**src/rtl/reg_file_rename.sv**
```systemverilog
// reg_file_rename: architectural register file with per-register rename tags.
// Each register holds a value (v) and the ROB id of its youngest in-flight
// producer (q, 0 = value valid). Reads are combinational, and a same-cycle
// commit whose ROB id still matches the stored tag is forwarded to the read.
// Optional debug outputs are enabled with the REG_FILE_DEBUG_EN macro.
module reg_file_rename #(
  parameter int REG_NUM       = 32,
  parameter int REG_POS_WIDTH = 5,
  parameter int ROB_ID_WIDTH  = 5,
  parameter int DATA_WIDTH    = 32
) (
  input  logic                     clk,
  input  logic                     rst,
  input  logic                     rdy,
  input  logic [REG_POS_WIDTH-1:0] rs1_from_dispatcher,
  input  logic [REG_POS_WIDTH-1:0] rs2_from_dispatcher,
  output logic [ROB_ID_WIDTH-1:0]  Q1_to_dispatcher,
  output logic [ROB_ID_WIDTH-1:0]  Q2_to_dispatcher,
  output logic [DATA_WIDTH-1:0]    V1_to_dispatcher,
  output logic [DATA_WIDTH-1:0]    V2_to_dispatcher,
  input  logic                     rename_signal_from_dispatcher,
  input  logic [REG_POS_WIDTH-1:0] rd_from_dispatcher,
  input  logic [ROB_ID_WIDTH-1:0]  rob_id_from_dispatcher,
  input  logic                     commit_flag_from_rob,
  input  logic [REG_POS_WIDTH-1:0] rd_from_rob,
  input  logic [ROB_ID_WIDTH-1:0]  Q_from_rob,
  input  logic [DATA_WIDTH-1:0]    V_from_rob,
`ifdef REG_FILE_DEBUG_EN
  output logic [31:0]              debug_commit_count,
  output logic [DATA_WIDTH-1:0]    debug_x10,
`endif
  input  logic                     misbranch_flag
);

  logic [DATA_WIDTH-1:0]   v_q [REG_NUM];
  logic [DATA_WIDTH-1:0]   v_d [REG_NUM];
  logic [ROB_ID_WIDTH-1:0] q_q [REG_NUM];
  logic [ROB_ID_WIDTH-1:0] q_d [REG_NUM];

  logic commit_wr;
  logic rename_wr;

  assign commit_wr = rdy && commit_flag_from_rob && (rd_from_rob != '0);
  assign rename_wr = rdy && rename_signal_from_dispatcher &&
                     (rd_from_dispatcher != '0) && !misbranch_flag;

  // Next-state: commit clears a matching tag, rename (applied after) wins on
  // the same rd, and a misbranch wipes every tag while still letting V land.
  always_comb begin
    for (int i = 0; i < REG_NUM; i++) begin
      v_d[i] = v_q[i];
      q_d[i] = q_q[i];
    end
    if (commit_wr) begin
      v_d[rd_from_rob] = V_from_rob;
      if (q_q[rd_from_rob] == Q_from_rob) begin
        q_d[rd_from_rob] = '0;
      end
    end
    if (rdy && misbranch_flag) begin
      for (int i = 0; i < REG_NUM; i++) begin
        q_d[i] = '0;
      end
    end else if (rename_wr) begin
      q_d[rd_from_dispatcher] = rob_id_from_dispatcher;
    end
  end

  // State registers; x0 is never targeted by the next-state logic, so it
  // stays at its reset value.
  always_ff @(posedge clk) begin
    if (rst) begin
      for (int i = 0; i < REG_NUM; i++) begin
        v_q[i] <= '0;
        q_q[i] <= '0;
      end
    end else begin
      for (int i = 0; i < REG_NUM; i++) begin
        v_q[i] <= v_d[i];
        q_q[i] <= q_d[i];
      end
    end
  end

  // Source 1 read with commit forwarding so a freed ROB id is never handed out.
  always_comb begin
    Q1_to_dispatcher = '0;
    V1_to_dispatcher = '0;
    if (rs1_from_dispatcher != '0) begin
      if (commit_flag_from_rob && (rd_from_rob == rs1_from_dispatcher) &&
          (Q_from_rob == q_q[rs1_from_dispatcher])) begin
        V1_to_dispatcher = V_from_rob;
      end else begin
        Q1_to_dispatcher = q_q[rs1_from_dispatcher];
        V1_to_dispatcher = v_q[rs1_from_dispatcher];
      end
    end
  end

  // Source 2 read, same forwarding rule as source 1.
  always_comb begin
    Q2_to_dispatcher = '0;
    V2_to_dispatcher = '0;
    if (rs2_from_dispatcher != '0) begin
      if (commit_flag_from_rob && (rd_from_rob == rs2_from_dispatcher) &&
          (Q_from_rob == q_q[rs2_from_dispatcher])) begin
        V2_to_dispatcher = V_from_rob;
      end else begin
        Q2_to_dispatcher = q_q[rs2_from_dispatcher];
        V2_to_dispatcher = v_q[rs2_from_dispatcher];
      end
    end
  end

`ifdef REG_FILE_DEBUG_EN
  logic [31:0] commit_count_q;
  logic [31:0] commit_count_d;

  // Counts every accepted commit cycle, x0 included; wraps naturally.
  always_comb begin
    commit_count_d = commit_count_q;
    if (rdy && commit_flag_from_rob) begin
      commit_count_d = commit_count_q + 32'd1;
    end
  end

  // Debug counter register.
  always_ff @(posedge clk) begin
    if (rst) begin
      commit_count_q <= '0;
    end else begin
      commit_count_q <= commit_count_d;
    end
  end

  assign debug_commit_count = commit_count_q;
  assign debug_x10          = v_q[10];
`endif

endmodule

```
**config.mk**
```make
export PLATFORM = sky130hd
export DESIGN_NAME = reg_file_rename
export DESIGN_NICKNAME = d
export VERILOG_FILES = /design/src/rtl/reg_file_rename.sv
export SDC_FILE = /design/constraint.sdc
export NUM_CORES = 2
export LEC_CHECK = 0
export CAP_MARGIN = 15
export CORE_MARGIN = 3
export CORE_UTILIZATION = 45
export DETAILED_ROUTE_END_ITERATION = 8
export PLACE_DENSITY = 0.63
export SLEW_MARGIN = 25
export SYNTH_ARGS = -nofsm -noshare
export SYNTH_HDL_FRONTEND = slang
export SYNTH_SLANG_ARGS = --single-unit
```
**constraint.sdc**
```tcl
create_clock -name clk -period 11.75 [get_ports clk]
set_input_delay 1.7625 -clock clk [delete_from_list [all_inputs] [get_ports clk]]
set_output_delay 1.7625 -clock clk [all_outputs]
set_load 0.01 [all_outputs]
```
==> qor.txt <==
Tot GR Track Use: 0.338
Critical Path AT: 7.06 ns
Post-synth cell types: 51
Setup TNS: 0 ns
Top Ports: 142
Hold wc startpoint: v_q[23][3]
Critical Path Start: rs1_from_dispatcher[1]
Synthesized instance count: 6,683
Clock latency on the worst-skew pair: 0.80 ns
Crit path launch type: input port
Tmin final: 8.82 ns
Ys flop type: dfxtp_1
Grt total ovfl: 0
GP Congestion: 0.960
Leakage power: 0.0235 uW
Antenna-violating nets left: 0
Peak Freq: 113 MHz
Pin count of the biggest net entering global routing: 242
Worst Hold Class: reg2reg
Seq/Total Area, Yosys: 0.378
CP cell instances: buf_8 > buf_4 > mux4_2 > mux2i_1 > xnor2_1 > nor3_1 > a211oi_1 > nand3_2 > buf_4 > nor2_1 > nor3_1 > clkdlybuf4s50_1
VDD IR max: 0.108 mV
DIE AREA: 144,000 sq um
Core area: 138,000 sq um
Initial Util: 0.455
Sink Count: 1,184
CTS Hold Bufs: 0
Nets: 6,464
CTS tree: built
Asr flop ratio synth: 0
TritonCTS Buffers: 132
Clock skew: 0.0171 ns
Outcome: completed
Pre-antenna DRT Iters: 8
Root Buffer Master: clkbuf_16
Filler cells: 12,300
Synth Register Bits: 1,184
Final hold violation count: 0
Average size of a mapped cell: 9.38 sq um
Post_cts resized: 0
DRC Markers: 0
DR iter-0 viols: 8,026
YS warnings: 0
Kind of cell adding the most delay to the critical path: buffers and inverters
Worst path bufs/invs: 4
Share of cells above drive strength 1: 0.184
Endpoints failing setup: 0
Post-Syn Nets: 6,751
Critical-path top delay cell: buf_4
RSZ-0062 raised after global routing: false
First-pass GRT wire length: 357 mm
Peak per-stage delay on the critical path: 0.88 ns
Worst slew margin: 0.229
Number of global-route vias before repair: 52,800
Max Cap Violations: 0
Worst-path clk slew: 0.06 ns
PortBufs: 141
Max FO, Critical Path: 81
# Post-CTS Setup Buffers: 0
Worst-Margin Slew: 1.15 ns
Final WL: 248 mm
Initial antenna violation count: 7
Required @ worst endpoint: 9.99 ns
Reg-to-reg critical path startpoint: q_q[9][0]
Routed vias/inst: 6.66
FP Rows: 136
Synthesized area: 62,700 sq um
Power per cell area: 131 nW/um^2
Die W: 379 um
Via count: 55,300
Number of synthesized flops with an enable pin: 0
Slew Limit Fails: 0
Avg WL per Cell: 29.9 um
Max clock buf depth: 3
WHS: 0.464 ns
Area delta synth->final: 11.0%
DIE HEIGHT: 379 um
Fin crit share: 0.751
Crit end category: output port
H-tree Lvls: 4
CP Class: in2out
Post-DP HPWL: 139 mm
[cell usage after synthesis, types with 13 or more instances]
master	n	share of area
nand3_2	20	0.0032
nor2_1	162	0.0097
buf_1	73	0.0044
a21oi_1	1040	0.083
buf_4	18	0.0022
xnor2_1	13	0.0018
and3_1	23	0.0023
xor2_1	14	0.0020
mux4_2	712	0.26
nand2_1	2075	0.12
a22oi_1	29	0.0035
o21ai_0	34	0.0027
o211a_1	32	0.0051
clkbuf_1	517	0.031
mux2i_1	197	0.031
nand4_1	14	0.0014
o22ai_1	47	0.0047
buf_2	96	0.0077
dfxtp_1	1184	0.38
nand2b_1	14	0.0014
o31ai_1	32	0.0038
a41o_1	110	0.018
nand3_1	92	0.0073
nor2b_1	54	0.0054
[cell type report]
cell class                 instances  area, sq um  area share
clock buffer                     186         3750      0.0538
multi-input combinational       4784        36400       0.524
tap                             1794         2240      0.0323
antenna                            6         15.0    0.000216
clock inverter                    52          815      0.0117
sequential                      1184        23700       0.341
inverter                           3         11.3    0.000162
timing repair buffer             291         2620      0.0376
[sequential cells by signal (all words and copies together), names as in the netlist]
| signal | count |
|---|---|
| v_q | 1024 |
| q_q | 160 |
[cell families after synthesis]
logic type | Yosys count | synth area share
XOR/XNOR | 27 | 0.00377
flip-flops | 1184 | 0.378
buffers and inverters | 715 | 0.0468
AND/OR/NAND/NOR | 2489 | 0.159
multiplexers | 917 | 0.289
AO/OA/AOI/OAI | 1351 | 0.124
[worst register-to-register path, cell delays in order, from the launching register on]
cell and delay, ns:
dfxtp_1 0.35, mux4_2 0.46, mux2_2 0.29, nand2_1 0.07
nand3_1 0.09, or3_1 0.37, a211oi_4 0.26, buf_4 0.44
nand3_1 0.56, a41o_1 0.41
[worst paths after layout]
path         cells past startpoint                   to  slack, ns
max reg2reg                      9            q_q[2][3]       8.34
max                             12  Q1_to_dispatcher[2]       2.93
min reg2reg                      2           v_q[23][3]       0.46
min                              2           v_q[23][3]       0.46
[metrics by stage]
step           std cells  cell area, sq um  power (uW)  utilization  setup WS (ns)
6_report            8300             69600        9110        0.505           2.93
5_1_grt             8294             69600        9300        0.505           2.89
4_1_cts             8292             69500        9100        0.504           2.86
3_5_place_dp        8054             65000        4790        0.471           2.87
3_3_place_gp        8054             65000        4790        0.471           2.84
2_1_floorplan       6683             62700        4580            -           5.59
[routing by layer]
layer | vias to the layer above | global-route usage | routed length (um)
met2 | 3892 | 0.520 | 110000
li1 | 23300 | - | -
met3 | 955 | 0.0910 | 31000
met1 | 27100 | 0.424 | 89200
met4 | 8 | 0.211 | 17700
met5 | - | 0 | 66
[power by group]
group          total, uW  internal, uW  switching (uW)
Combinational        679           208             470
Clock               4390          2510            1880
Sequential          4040          4030            11.0
[placed cells by master (no fill, tap or decap), types with 13 or more instances in the layout]
| master | count |
|---|---|
| nand2b_1 | 13 |
| nor2_1 | 130 |
| a22oi_1 | 29 |
| nor2b_1 | 52 |
| buf_4 | 148 |
| o22ai_1 | 47 |
| mux4_2 | 712 |
| nand3_1 | 91 |
| nand2_1 | 2042 |
| nand2_2 | 30 |
| o211a_1 | 32 |
| clkinv_2 | 16 |
| xnor2_1 | 13 |
| a21oi_1 | 1039 |
| a41o_1 | 110 |
| o21ai_0 | 34 |
| nand4_1 | 14 |
| mux2i_1 | 197 |
| clkbuf_16 | 132 |
| and3_1 | 23 |
| nand3_2 | 21 |
| o31ai_1 | 32 |
| nor2_4 | 31 |
| dfxtp_1 | 1184 |
| clkbuf_8 | 24 |
| clkbuf_1 | 30 |
| xor2_1 | 14 |
| clkdlybuf4s50_1 | 125 |
Power figures use the tool's default switching activity.
